**src/rtl/dec_rr_arbiter.sv**
```systemverilog
`default_nettype none
// ============================================================================
// Module   : dec_rr_arbiter
// Brief    : 8-way round-robin arbiter with hold timeout; index/enable plus one-hot grant.
// Revision : 1.0
// ============================================================================
module dec_rr_arbiter #(
   parameter int MAX_HOLD = 15,
   parameter int CNT_W    = 4
) (
   input  logic       clk,
   input  logic       rst_n,
   input  logic [7:0] req,
   input  logic       done,
   output logic [2:0] gnt_idx,
   output logic       gnt_en,
   output logic [7:0] gnt_oh,
   output logic       timeout
);

   typedef enum logic [0:0] {
      IDLE  = 1'b0,
      GRANT = 1'b1
   } state_t;

   localparam logic [CNT_W-1:0] c_hold_last = CNT_W'(MAX_HOLD - 1);
   localparam logic [CNT_W-1:0] c_cnt_max   = {CNT_W{1'b1}};

   state_t           r_state;
   logic [2:0]       r_ptr;
   logic [CNT_W-1:0] r_hold_cnt;
   logic [2:0]       r_gnt_idx;
   logic             r_gnt_en;
   logic             r_timeout;

   logic [2:0]       w_pick;
   logic             w_found;
   logic [2:0]       w_scan;
   logic             w_rel_done;
   logic             w_rel_drop;
   logic             w_rel_expire;

   // Scan from the highest offset down so the nearest requester to r_ptr wins.
   always_comb begin
      w_pick  = r_ptr;
      w_found = 1'b0;
      w_scan  = r_ptr;
      for (int k = 7; k >= 0; k--) begin
         w_scan = r_ptr + 3'(k);
         if (req[w_scan]) begin
            w_pick  = w_scan;
            w_found = 1'b1;
         end
      end
   end

   assign w_rel_done   = done;
   assign w_rel_drop   = ~req[r_gnt_idx];
   assign w_rel_expire = (r_hold_cnt == c_hold_last);

   always_ff @(posedge clk) begin
      if (!rst_n) begin
         r_state    <= IDLE;
         r_ptr      <= 3'd0;
         r_hold_cnt <= '0;
         r_gnt_idx  <= 3'd0;
         r_gnt_en   <= 1'b0;
         r_timeout  <= 1'b0;
      end else begin
         r_timeout <= 1'b0;
         case (r_state)
            IDLE: begin
               if (w_found) begin
                  r_gnt_idx  <= w_pick;
                  r_gnt_en   <= 1'b1;
                  r_hold_cnt <= '0;
                  r_state    <= GRANT;
               end else begin
                  r_gnt_en <= 1'b0;
               end
            end
            GRANT: begin
               if (w_rel_done || w_rel_drop || w_rel_expire) begin
                  r_gnt_en  <= 1'b0;
                  r_ptr     <= r_gnt_idx + 3'd1;
                  r_timeout <= w_rel_expire && !w_rel_done && !w_rel_drop;
                  r_state   <= IDLE;
               end else if (r_hold_cnt != c_cnt_max) begin
                  r_hold_cnt <= r_hold_cnt + 1'b1;
               end
            end
            default: begin
               r_state  <= IDLE;
               r_gnt_en <= 1'b0;
            end
         endcase
      end
   end

   assign gnt_idx = r_gnt_idx;
   assign gnt_en  = r_gnt_en;
   assign timeout = r_timeout;
   assign gnt_oh  = r_gnt_en ? (8'b1 << r_gnt_idx) : 8'b0;

endmodule
`default_nettype wire
```
**config.mk**
```make
export PLATFORM = sky130hd
export DESIGN_NAME = dec_rr_arbiter
export DESIGN_NICKNAME = d
export VERILOG_FILES = /design/src/rtl/dec_rr_arbiter.sv
export SDC_FILE = /design/constraint.sdc
export NUM_CORES = 1
export LEC_CHECK = 0
export BUFFER_PORTS_ARGS = -buffer_cell sky130_fd_sc_hd__buf_2
export CORE_MARGIN = 2
export CORE_UTILIZATION = 45
export DETAILED_ROUTE_END_ITERATION = 8
export GPL_ROUTABILITY_DRIVEN = 0
export PLACE_DENSITY = 0.63
export SLEW_MARGIN = 20
export SYNTH_ARGS = -nofsm -noshare
export SYNTH_HDL_FRONTEND = slang
export SYNTH_SLANG_ARGS = --single-unit
```
**constraint.sdc**
```tcl
create_clock -name clk -period 7.5 [get_ports clk]
set_input_delay 0.75 -clock clk [delete_from_list [all_inputs] [get_ports clk]]
set_output_delay 0.75 -clock clk [all_outputs]
set_load 0.05 [all_outputs]
```
-- Word-level counts from Yosys, hierarchy flattened
Index checks and enable logic that the tools add are counted.
- input bits: 11
- register bits after elaboration: 13
- output and inout bits: 13
- shift operators: 1
- add/subtract/negate cells: 9
- eq/ne operators: 6
- reductions and logical operators: 9
- mux-type cells: 44
- bitwise logic cells: 2
- magnitude comparators: 9
- operator list (cell ; count):
    $lt 3x4->1 const B ; 9
    $bmux 1 s3 ; 9
    $mux 3 ; 8
    $mux 1 ; 20
    $add 3x3->3 const B ; 4
    $mux 4 ; 3
    $mux 8 ; 1
    $pmux 4 s2 ; 1
    $shl 1x3->8 const A ; 1
    $add 3x1->3 const B ; 2
    $add 3x2->3 const B ; 2
    $reduce_and 3->1 ; 2
    $add 4x1->4 const B ; 1
    $eq 4x4->1 const B ; 1
    $ne 2x1->1 const B ; 2
    $ne 2x2->1 const B ; 2
    $ne 4x4->1 const B ; 1
    $pmux 1 s2 ; 2
    $reduce_and 2->1 ; 2
    $logic_and 1x1->1 ; 2
    $logic_or 1x1->1 ; 2
    $not 1->1 ; 2
    $logic_not 1->1 ; 1

-- Depth between registers and ports, before layout
- depth in word-level cells: 13
- depth in mapped cells: 10
- depth with buffers taken out: 8

-- Worst setup path before layout
OpenSTA, ideal clock, no wires.
- path type: reg-to-reg
- from: reg r_ptr[0]
- to: reg r_gnt_idx[1], in the netlist gnt_idx[1]
- data required time: 7.412 ns
- library setup time: 0.088 ns
- arrival: 2.633 ns
- period minus slack after synthesis: 2.722 ns
- cell stages (with the launch flop): 11
- setup slack: 4.778 ns
- cells stage by stage: dfxtp_1 buf_6 inv_1 ha_1 buf_4 mux4_2 or2_0 and3b_2 a31oi_4 mux2_4 a311oi_2
- cells in the longest elaborated chain, start to end: 12
- ends and longest elaborated chain (item ; line ; source):
    start, declared ; 30 ; logic [2:0] r_ptr;
    start signal, assigned ; 85 ; r_ptr <= r_gnt_idx + 3'd1;
    $add 3x3->3 ; 49 ; w_scan = r_ptr + 3'(k);
    $bmux 1 s3 ; 50 ; if (req[w_scan]) begin
    $mux 1 (not written as such) ; 50 ;
    $mux 1 (8 in a row) ; 50 ;
    $reduce_and 2->1 (no line) ; -- ;
    end signal, assigned ; 74 ; r_gnt_idx <= w_pick;
    end, declared ; 32 ; logic [2:0] r_gnt_idx;
Several ways; a longest one is shown, not always the timed one. The select of a mux whose other input is x is not followed.
A chain may end at the register's enable or synchronous reset.

-- Worst setup path in the final report
- from: reg r_ptr[1]
- to: reg r_gnt_idx[1], in the netlist gnt_idx[1]
The elaborated chain is that of the path after synthesis.

==> results.tsv <==
stage	metric	value	unit
pwr	switching share of power	48.28	%
pwr	total power	0.5065	mW
pwr	internal power	0.2620	mW
cts	hold-fix buffers at CTS	0	
cts	worst skew pair latency	0.25	ns
cts	Sink Count	13	
pwr	Comb pwr share	64.7	%
timing	skew final	0.003698	ns
timing	max-slew violation count	0	
cells_and_area	layout cells sized above 1	28.80	%
pwr	sw power	0.2446	mW
synthesis	number of distinct library cells after synthesis	56	
flow_run	max-cap violations	0	
cts	clk buf depth	2	
global_routing	vias in the first global route	1451	
global_routing	initial antenna violation count	0	
timing	post-route clock period utilization	48.69	%
critical_path	crit-path max cell delay	0.87	ns
cells_and_area	fin nets	213	
timing	min Tclk post-route	3.652	ns
cts	Worst-path clk slew	0.06	ns
timing	Post-Route Setup TNS	0	ns
cts	CTS tree	yes	
synthesis	Post-Synthesis Cells	172	
placed_design	Port Buf Inserts	23	
cells_and_area	final instance area	0.001854	mm²
global_routing	first-pass GRT wire length	7.051	mm
critical_path	WS Path Type	reg2reg	
pwr	clock network power share	12.8	%
critical_path	worst path required time	7.66	ns
synthesis	Post-synth ARST share	0	%
critical_path	Worst path top cell family by delay	compound AO/OA/AOI/OAI gates	
worst_hold_path	Hold/Removal Path Class	reg2reg	
cells_and_area	ANT cells	0	
timing	Final Hold Fails	0	
route	Vias	1488	
synthesis	Post-Syn Nets	193	
cts	Num CTS Buffers	3	
floorplan	Cell Rows	22	
floorplan	Die Span X	65.29	µm
timing	final setup fails	0	
cells_and_area	Area Growth Syn to Fin	9.697	%
placed_design	HPWL Detailed	3.098	mm
critical_path	slowest CP cell	dfxtp_1	
synthesis	register area share after synthesis	15.40	%
cells_and_area	# fillers	353	
cts	# H-tree levels	1	
route	drc violations	0	
route	Post-DRT Antenna Nets	0	
floorplan	CORE AREA	0.003633	mm²
synthesis	mean post-synth cell area	9.828	µm²
cts	clock root buffer	clkbuf_8	
synthesis	Mapped Area	0.001690	mm²
global_routing	gr usage total	21.29	%
cts	post_cts resized	0	
critical_path	Worst setup SP type	flop	
pwr	leakage power total	0.7468	nW
critical_path	Critical Path, Cell by Cell	inv_1 > ha_1 > mux4_2 > a21oi_1 > a22o_2 > a31oi_4 > mux2_4 > a311oi_2	
critical_path	CP Capture Type	flop	
route	final WL	4.077	mm
floorplan	IO Pins	24	
route	vias per cell	6.226	
cells_and_area	most common cell after layout, fill and taps aside	buf_2	
route	Initial DRT Pass Iterations	4	
timing	Worst Max-Slew Pin Slew	0.8433	ns
timing	RSZ-0062 raised after global routing	no	
cells_and_area	Post-Route Utilization	51.03	%
floorplan	full die area	0.004263	mm²
pwr	Worst VDD drop	0.0001434	V
placed_design	Cell Area, Placed	0.001809	mm²
synthesis	Synth Flop Type	dfxtp_1	
pwr	sequential fraction of design power	22.5	%
synthesis	Post-synth EDFFs	0	
global_routing	pin count of the biggest net entering global routing	20	
global_routing	gr ovfl total	0	
timing	relative slew slack	43.71	%
route	WL/cell	17.06	µm
timing	Fmax	273.9	MHz
cts	post-CTS setup buffer count	0	
synthesis	synthesis-stage register bit count	13	
cells_and_area	most frequent cells in the layout	23 x buf_2, 15 x mux4_2, 14 x a21oi_1, 13 x dfxtp_1	
critical_path	WP data arrival	3.81	ns
floorplan	Starting Density	46.52	%
route	initial drt markers	107	
cells_and_area	Seq. cell area	260.3	µm²
pwr	power per cell area	273.2	mW/mm²
critical_path	worst-path fanout max	19	
critical_path	WP buf/inv	1	
outcome	status	finished clean	
timing	final hold slack	0.5554	ns
floorplan	Die Ht	65.29	µm
cells_and_area	area of the multi-input gates	0.001329	mm²
synthesis	yosys warns	0	
## through the flow
step / instances / setup slack (ns)
after floorplan: 172 / 4.778
after global placement: 235 / 4.078
after detailed placement: 235 / 3.901
after CTS: 239 / 3.873
after global routing: 239 / 3.554
final: 239 / 3.848
## metal layers
metal	global-route usage, %	vias up	part of all wire, %
met5	0	-	0
met4	3.906	0	0.81
met3	4.110	4	4.3
met2	38.01	50	51
met1	26.91	724	44
li1	-	710	-
## final timing paths
| check | from | end | slack (ns) | cells past startpoint |
|---|---|---|---|---|
| max reg2reg | r_ptr[1]$_SDFFE_PN0P_ | gnt_idx[1]$_SDFFE_PN0P_ | 3.85 | 8 |
| min reg2reg | r_hold_cnt[1]$_SDFFE_PN0P_ | r_hold_cnt[1]$_SDFFE_PN0P_ | 0.56 | 2 |
| max | r_ptr[1]$_SDFFE_PN0P_ | gnt_idx[1]$_SDFFE_PN0P_ | 3.85 | 8 |
| min | r_hold_cnt[1]$_SDFFE_PN0P_ | r_hold_cnt[1]$_SDFFE_PN0P_ | 0.56 | 2 |
## power by group through the flow
stage / sequential, mW / combinational (mW) / clock, mW
6_report: 0.114 / 0.328 / 0.0650
5_1_grt: 0.120 / 0.353 / 0.0698
4_1_cts: 0.114 / 0.325 / 0.0664
3_5_place_dp: 0.116 / 0.325 / 0
3_3_place_gp: 0.114 / 0.317 / 0
2_1_floorplan: 0.115 / 0.267 / 0
## flip-flops by register name, summed over array words and instances, names as in the netlist
signal,flops
gnt_en,1
timeout,1
gnt_idx,3
r_ptr,3
r_hold_cnt,4
r_state,1
## cells by family (layout without fill, tap and decap cells)
kind of cell / Yosys count / in the layout / share of synthesized area, %
compound gates: 47 / 47 / 21.84
xor+xnor: 3 / 3 / 1.555
fa+ha+maj: 10 / 10 / 7.402
buf+inv: 20 / 39 / 5.995
flops: 13 / 13 / 15.40
mux: 30 / 30 / 32.79
simple gates: 49 / 49 / 15.03
## worst register-to-register path, delay by kind of cell (launching register included)
| family | cells | cell delay [ns] |
|---|---|---|
| adder cells (fa/ha/maj) | 1 | 0.61 |
| buffers and inverters | 1 | 0.29 |
| multiplexers | 2 | 0.79 |
| flip-flops | 1 | 0.87 |
| AO/OA/AOI/OAI | 4 | 1.00 |
## cells in the mapped netlist, types with 2 or more instances
cell / count / area share [%]
mux4_1: 2 / 3.1
o21a_1: 2 / 0.89
and2_1: 6 / 2.2
mux2i_1: 7 / 4.1
buf_4: 3 / 1.3
buf_6: 2 / 1.3
xnor2_1: 2 / 1.0
mux4_2: 15 / 20
mux2_2: 3 / 2.0
nor2_1: 12 / 2.7
a22o_1: 2 / 1.0
ha_1: 10 / 7.4
inv_1: 12 / 2.7
a221o_1: 2 / 1.2
a21oi_1: 14 / 4.1
nor2b_1: 2 / 0.74
dfxtp_1: 13 / 15
clkbuf_1: 2 / 0.44
mux2i_4: 2 / 2.7
o21ai_0: 5 / 1.5
a311oi_1: 2 / 1.0
nand3_1: 4 / 1.2
a221oi_1: 2 / 1.0
nand2_1: 10 / 2.2
and3_1: 5 / 1.9
## cell type report
cell class / count / share of cell area, %
inverter: 12 / 2.429
tap: 48 / 3.239
timing repair buffer: 23 / 6.208
sequential: 13 / 14.04
multi-input combinational: 139 / 71.66
clock buffer: 4 / 2.429
Power figures use the tool's default switching activity.
